--- src/rtl/me_sad_select.sv ---
// Minimum-SAD selector: sums per-row SADs into candidate totals and keeps the best motion vector of a search.
// Optional macro ME_ZERO_BIAS_EN: equal-SAD ties go to the candidate with the smaller |dx|+|dy|.
module me_sad_select #(
  parameter int BLK_ROWS = 8,
  parameter int ROW_W    = 11,
  parameter int MV_W     = 5,
  parameter int CNT_W    = 10
) (
  input  logic                                 clk,
  input  logic                                 reset,
  input  logic                                 cand_valid,
  output logic                                 cand_ready,
  input  logic [ROW_W-1:0]                     cand_row_sad,
  input  logic signed [MV_W-1:0]               cand_dx,
  input  logic signed [MV_W-1:0]               cand_dy,
  input  logic                                 search_last,
  output logic                                 mv_valid,
  input  logic                                 mv_ready,
  output logic signed [MV_W-1:0]               mv_dx,
  output logic signed [MV_W-1:0]               mv_dy,
  output logic [ROW_W+$clog2(BLK_ROWS)-1:0]    mv_sad,
  output logic [CNT_W-1:0]                     mv_cands
);

  localparam int ROW_BITS = $clog2(BLK_ROWS);
  localparam int SAD_W    = ROW_W + ROW_BITS;
  localparam logic [ROW_BITS-1:0] LAST_ROW = ROW_BITS'(BLK_ROWS - 1);

  // state   | meaning
  // ST_ACC  | accepting row beats, tracking the best candidate
  // ST_HOLD | result presented on mv_*, waiting for the consumer
  typedef enum logic {ST_ACC, ST_HOLD} state_t;
  state_t state, state_next;

  logic [SAD_W-1:0]       acc, best_sad, total;
  logic [ROW_BITS-1:0]    row;
  logic [CNT_W-1:0]       cands;
  logic signed [MV_W-1:0] best_dx, best_dy;
  logic                   have_best;
  logic                   beat, cand_done, take, finish, release_mv;

`ifdef ME_ZERO_BIAS_EN
  function automatic logic [MV_W:0] mag(input logic signed [MV_W-1:0] dx,
                                        input logic signed [MV_W-1:0] dy);
    logic [MV_W-1:0] ax, ay;
    ax = dx[MV_W-1] ? $unsigned(-dx) : $unsigned(dx);
    ay = dy[MV_W-1] ? $unsigned(-dy) : $unsigned(dy);
    return {1'b0, ax} + {1'b0, ay};
  endfunction
`endif

  always_comb begin
    state_next = state;
    beat       = 1'b0;
    cand_done  = 1'b0;
    take       = 1'b0;
    finish     = 1'b0;
    release_mv = 1'b0;
    total      = acc + SAD_W'(cand_row_sad);
    case (state)
      ST_ACC: begin
        beat      = cand_valid & cand_ready;
        cand_done = beat && (row == LAST_ROW);
        if (cand_done) begin
          take = !have_best || (total < best_sad);
`ifdef ME_ZERO_BIAS_EN
          if (have_best && (total == best_sad) &&
              (mag(cand_dx, cand_dy) < mag(best_dx, best_dy)))
            take = 1'b1;
`endif
          if (search_last) begin
            finish     = 1'b1;
            state_next = ST_HOLD;
          end
        end
      end
      ST_HOLD: begin
        release_mv = mv_valid & mv_ready;
        if (release_mv) state_next = ST_ACC;
      end
      default: state_next = ST_ACC;
    endcase
  end

  // cand_ready is a registered image of the state so it stays low through reset
  always_ff @(posedge clk) begin
    if (!reset) begin
      state      <= ST_ACC;
      cand_ready <= 1'b0;
    end else begin
      state      <= state_next;
      cand_ready <= (state_next == ST_ACC);
    end
  end

  always_ff @(posedge clk) begin
    if (!reset) begin
      acc       <= '0;
      row       <= '0;
      cands     <= '0;
      best_sad  <= '0;
      best_dx   <= '0;
      best_dy   <= '0;
      have_best <= 1'b0;
      mv_valid  <= 1'b0;
      mv_dx     <= '0;
      mv_dy     <= '0;
      mv_sad    <= '0;
      mv_cands  <= '0;
    end else begin
      if (beat) begin
        if (cand_done) begin
          acc   <= '0;
          row   <= '0;
          cands <= cands + CNT_W'(1);
          if (take) begin
            best_sad  <= total;
            best_dx   <= cand_dx;
            best_dy   <= cand_dy;
            have_best <= 1'b1;
          end
          if (finish) begin
            mv_valid <= 1'b1;
            mv_sad   <= take ? total   : best_sad;
            mv_dx    <= take ? cand_dx : best_dx;
            mv_dy    <= take ? cand_dy : best_dy;
            mv_cands <= cands + CNT_W'(1);
          end
        end else begin
          acc <= total;
          row <= row + ROW_BITS'(1);
        end
      end
      if (release_mv) begin
        mv_valid  <= 1'b0;
        acc       <= '0;
        row       <= '0;
        cands     <= '0;
        best_sad  <= '0;
        best_dx   <= '0;
        best_dy   <= '0;
        have_best <= 1'b0;
      end
    end
  end

endmodule

--- config.mk ---
export PLATFORM = sky130hd
export DESIGN_NAME = me_sad_select
export DESIGN_NICKNAME = d
export VERILOG_FILES = /design/src/rtl/me_sad_select.sv
export SDC_FILE = /design/constraint.sdc
export NUM_CORES = 1
export LEC_CHECK = 0
export BUFFER_PORTS_ARGS = -buffer_cell sky130_fd_sc_hd__buf_2
export CAP_MARGIN = 15
export CORE_MARGIN = 4
export CORE_UTILIZATION = 50
export CTS_CLUSTER_SIZE = 20
export DETAILED_ROUTE_END_ITERATION = 8
export PLACE_DENSITY = 0.71
export SLEW_MARGIN = 5
export SYNTH_ARGS = -nofsm -noshare
export SYNTH_HDL_FRONTEND = slang
export SYNTH_SLANG_ARGS = --single-unit
--- constraint.sdc ---
create_clock -name clk -period 4.55 [get_ports clk]
set_input_delay 0.455 -clock clk [delete_from_list [all_inputs] [get_ports clk]]
set_output_delay 0.455 -clock clk [all_outputs]
set_load 0.05 [all_outputs]
==> Word level (Yosys, flattened, before mapping) <==
Cells that the tools add are included.
{ "totals": {"ff_bits": 89, "out_inout_bits": 36, "wordCells": 46} }
{ "op_classes": {"addsub": 3, "n_lt_le_gt_ge": 1, "n_eq_ne": 1, "muxes": 15, "bitwise": 5, "n_reduce_logical": 7} }
{ "op_table": {"columns": ["cell", "n"], "rows": [
  ["14-bit 2-to-1 mux", 2],
  ["14-bit by 11-bit adder with 14-bit output", 1],
  ["14-bit less-than comparator", 1],
  ["10-bit by 1-bit adder with 10-bit output, second input constant", 1],
  ["5-bit 2-to-1 mux", 2],
  ["1-bit 2-to-1 mux", 9],
  ["3-bit AND reduction", 2],
  ["3-bit by 1-bit adder with 3-bit output, second input constant", 1],
  ["3-bit == test, second input constant", 1],
  ["3-bit 2-to-1 mux", 1],
  ["1-bit inverter", 3],
  ["1-bit AND", 2],
  ["1-bit one-hot mux with 2 select lines", 1],
  ["2-bit AND reduction", 1],
  ["2-bit OR reduction", 1],
  ["1-bit logical AND", 1],
  ["1-bit logical NOT", 1],
  ["1-bit logical OR", 1]
]} }

==> Logic depth before layout (Yosys ltp) <==
{ "depth": {"ltp_word": 6, "depth_mapped": 17, "mapped_depth_nobuf": 16} }

==> Worst setup path before layout <==
OpenSTA, ideal clock, no wires.
{ "synth_timing": {"path_kind": "input to register", "startpoint": "input cand_row_sad[5]", "endpoint": "register mv_dx[2]", "setup_time_ps": 129, "t_arrival_ps": 3399, "required_time_ps": 4421, "slack_ps": 1023, "path_stages": 15, "n_path_buf": 2, "path_cell_list": "ha_1 -> buf_6 -> a21o_1 -> or3_1 -> o21a_2 -> a31o_4 -> xnor2_1 -> inv_1 -> ha_1 -> nand3_1 -> nor3_1 -> a21oi_4 -> buf_4 -> mux2i_1 -> a21oi_1"} }
{ "synth_via": {"elab_chain_cells": 6} }
{ "synth_lines": {"columns": ["item", "line_no", "text"], "rows": [
  ["from (decl)", "13", "input logic [ROW_W-1:0] cand_row_sad,"],
  ["14-bit by 11-bit adder with 14-bit output", "59", "total = acc + SAD_W'(cand_row_sad);"],
  ["14-bit less-than comparator", "65", "take = !have_best || (total < best_sad);"],
  ["1-bit logical OR", "65", null],
  ["1-bit 2-to-1 mux", "64", "if (cand_done) begin"],
  ["1-bit 2-to-1 mux", "60", "case (state)"],
  ["5-bit 2-to-1 mux", null, null],
  ["to (signal assigned)", "125", "mv_dx <= take ? cand_dx : best_dx;"],
  ["to (decl)", "19", "output logic signed [MV_W-1:0] mv_dx,"]
]} }
Every way passes these cells.
A chain may end at the register's enable or synchronous reset.

==> Worst setup path after layout <==
{ "layout_timing": {"startpoint": "register acc[2]", "endpoint": "register mv_sad[4]"} }
{ "layout_via": {"elab_chain_cells": 6} }
{ "layout_lines": {"columns": ["item", "line_no", "text"], "rows": [
  ["from (decl)", "35", "logic [SAD_W-1:0] acc, best_sad, total;"],
  ["from (signal assigned)", "130", "acc <= total;"],
  ["14-bit by 11-bit adder with 14-bit output *", "59", null],
  ["14-bit less-than comparator", "65", null],
  ["1-bit logical OR", "65", null],
  ["1-bit 2-to-1 mux", "64", null],
  ["1-bit 2-to-1 mux", "60", null],
  ["14-bit 2-to-1 mux *", null, null],
  ["to (signal assigned)", "124", "mv_sad <= take ? total : best_sad;"],
  ["to (decl)", "21", "output logic [ROW_W+$clog2(BLK_ROWS)-1:0] mv_sad,"]
]} }
Every way passes the cells marked *; elsewhere a longest branch is shown, timed or not.

==> key figures <==
Global routing
  • First-pass GRT wire length: around 16000 µm
  • Vias in the first global route: about 3500
  • Antenna violations before repair: 0
  • GRT Residual Overflow: 0
  • Largest net degree at the start of global routing: around 40
  • Total GRT Usage: 0.1904

Floorplanning
  • Rows: 33
  • Die height: 100.8 µm
  • Core area: about 0.0083 mm²
  • Top Ports: 62
  • Initial Util: 0.5188
  • Die Width: between 100 and 150 µm
  • Die area: about 0.010 mm²

Finish
  • Area growth, synth to finish: 12.23%
  • Final nets: between 500 and 600
  • Multi-input logic area: ~0.0023 mm²
  • Finished Layout Cells: 652
  • Antenna Cells: 0
  • Register area: between 0.0015 and 0.002 mm²
  • Fillers: around 750
  • Ratio of cells with drive above 1 in the final layout: 0.1609

Worst hold path
  • Hold Path Class: in2reg
  • Hold Crit Endpoint: best_dy[3]
  • Hold path depth: 3
  • Hold Crit Start: cand_dy[3]

Timing
  • Clk_skew: roughly 10 ps
  • Fmax: approximately 250 MHz
  • Slew Viols, Final: 0
  • Relative slew slack: 0.3449
  • Post-route minimum period: between 4000 and 5000 ps
  • Final setup viols: 0
  • Tcrit/Tclk final: 0.8939
  • Final hold violation count: 0
  • Hold slack: ~370 ps
  • Setup TNS: 0 ps
  • Final worst setup slack: roughly 480 ps
  • Slew at the pin closest to its max-slew limit: approximately 980 ps
  • RSZ-0062 raised after global routing: false

Synth
  • Syn Nets: 551
  • Register area share after synthesis: 0.4138
  • Post-synth cell types: 49
  • Prevailing post-synth register cell: dfxtp_1
  • Post-synth EDFFs: 0
  • Gate Count Post-Synth: slightly below 500
  • Mapped cell area: about 0.0043 mm²
  • Yosys Warn Count: 0
  • Synth Register Bits: 89
  • Avg Cell Area, Syn: approximately 8.7 µm²
  • Asr flop ratio synth: 0

CTS
  • CTS buffer count: 9
  • CTS sink cnt: between 80 and 90
  • CTS Root Cell: clkbuf_8
  • CTS tree: done
  • Postcts setup bufs: 0
  • Clk pin slew, worst setup/hold paths: ~90 ps
  • Clock Latency Late Sink: roughly 350 ps
  • Max clock buf depth: 2
  • Cts hold-fix bufs: 0
  • Max H-tree Level: 3
  • Post_cts resized: 0

Worst setup path
  • Reg2reg setup slack: 480 ps
  • Worst setup path class: reg2reg
  • Critical path required time: 4780 ps
  • Crit path DAT: about 4300 ps
  • Crit path launch type: flop
  • Critical path cell sequence: ha_1, a21oi_1, a21oi_1, o311ai_1, a211oi_1, xnor2_1, inv_1, ha_1, and3_1, nand3_1, o221ai_2, a21oi_4, mux2i_1, a21oi_1
  • Biggest fanout along the worst timing path: 26
  • CP dominant cell by count: a21oi_1
  • Worst Setup End Kind: flop
  • Slowest CP cell: a21oi_4
  • R2R Path End: mv_sad[4]
  • Worst r2r src: acc[2]
  • Reg2reg path depth: 14
  • Critical path's largest stage delay: approximately 800 ps

Power
  • Power density over cell area: approximately 320 mW/mm²
  • Peak VDD IR: roughly 210 µV
  • Leak Pwr: 1.934 nW
  • Total Power: roughly 1.5 mW

Job
  • Max Cap Violations: 0

Detailed routing
  • Initial DRC Count: ~170
  • Final ANT Viol Nets: 0
  • Via count: 3534
  • Routed vias/inst: approximately 5.4
  • Final wirelength: 9266 µm
  • Average wire per standard cell: roughly 14 µm
  • Pre-antenna DRT Iters: 5
  • DRC: 0

Placed design
  • Post-place setup slack: 232.6 ps
  • DPL Wire Length: about 6700 µm
  • Final Wtd Congestion: roughly 0.9
  • Placed Cells: about 640
  • IO Port Bufs: between 60 and 70

Run status
  • Outcome: completed
kinds of logic (layout without fill, tap and decap cells):
family,count (synthesis),after routing,synth area share
AOI/OAI and AO/OA,122,122,0.1770
and+or+nand+nor,159,159,0.1758
buffers and inverters,54,104,0.05289
muxes,19,19,0.04446
adders and majority gates,28,28,0.08311
xor gates and xnor gates,26,26,0.05289
DFF,89,89,0.4138
sequential cells by signal (all words and copies together) (netlist names):
name and flops:
acc 14, best_sad 14, mv_sad 14, cands 10
mv_cands 10, best_dx 5, best_dy 5, mv_dx 5
mv_dy 5, row 3, cand_ready 1, have_best 1
mv_valid 1, state 1
worst max-delay path: cells and delay by family (launching register included):
kind	cells	cell delay (ps)
AOI/OAI and AO/OA	7	1930
adders and majority gates	2	660
DFF	1	330
muxes	1	330
xor gates and xnor gates	1	320
and+or+nand+nor	2	300
buffers and inverters	1	80
cell usage after synthesis, drive strengths merged (2+ instances only):
library cell	instances	share of area
dfxtp	89	0.41
nor2	64	0.056
a21oi	50	0.061
nand2	31	0.027
ha	27	0.078
o21ai	26	0.030
nand3	25	0.029
inv	24	0.021
clkbuf	19	0.017
mux2i	18	0.042
xnor2	17	0.035
a211oi	13	0.023
buf	11	0.015
o211ai	9	0.016
xor2	9	0.018
nand4	8	0.012
a22oi	7	0.012
a21o	5	0.0087
nor3b	5	0.0087
and2	4	0.0058
nand2b	4	0.0058
nor3	4	0.0046
and3	3	0.0044
o21a	3	0.0055
or3	3	0.0044
nand3b	2	0.0064
o41ai	2	0.0041
area by class of cell:
class                      instances  share of cell area
clock buffer                      11             0.02926
clock inverter                     5             0.01295
inverter                          24             0.01864
multi-input combinational        354              0.4754
sequential                        89              0.3687
tap                              105             0.02719
timing repair buffer              64             0.06784
layout by cell type (no fill, tap or decap), types with 2 or more instances in the layout:
cell type	instances
a21oi_1	49
buf_2	61
o21ai_0	26
nand2_1	31
nand4_1	8
xor2_1	9
or3_1	3
o41ai_1	2
a211oi_1	13
mux2i_1	18
o21a_1	2
buf_4	3
and3_1	3
a21o_1	5
xnor2_1	17
dfxtp_1	89
and2_1	3
nor2_1	63
nand3_1	25
nor3_1	4
inv_1	24
nand2b_1	4
a22oi_1	7
clkbuf_8	10
ha_1	27
nor3b_1	5
clkinvlp_4	2
o211ai_1	9
metrics by stage:
step,util,area (µm²)
detailed placement,0.5577,4628
CTS,0.5822,4832
floorplan,-,4305
global placement,0.5577,4628
finish,0.5822,4832
global route,0.5822,4832
where the power goes:
group / leakage [nW] / switching [mW] / internal (mW)
clock network: 0.0962 / 0.283 / 0.272
registers: 0.719 / 0.00696 / 0.787
logic: 1.12 / 0.117 / 0.0792
how the worst max path moves through the flow:
stage	from	slack, ps	to
2_1_floorplan	cand_row_sad[5]	1020	mv_dx[2]
4_1_cts	acc[2]	450	mv_sad[6]
6_report	acc[2]	480	mv_sad[4]
5_1_grt	acc[2]	80	mv_sad[7]
3_3_place_gp	cand_row_sad[2]	310	mv_sad[4]
3_5_place_dp	cand_row_sad[2]	230	mv_sad[6]
routing by layer:
metal  track usage  up-vias  share of wire
met5             0        -              0
met4       0.05803        0          0.014
met3       0.04567       13          0.055
met2        0.3195       65           0.46
met1        0.2418     1623           0.47
li1              -     1833              -
No activity file was read; power rests on OpenSTA's default activity.
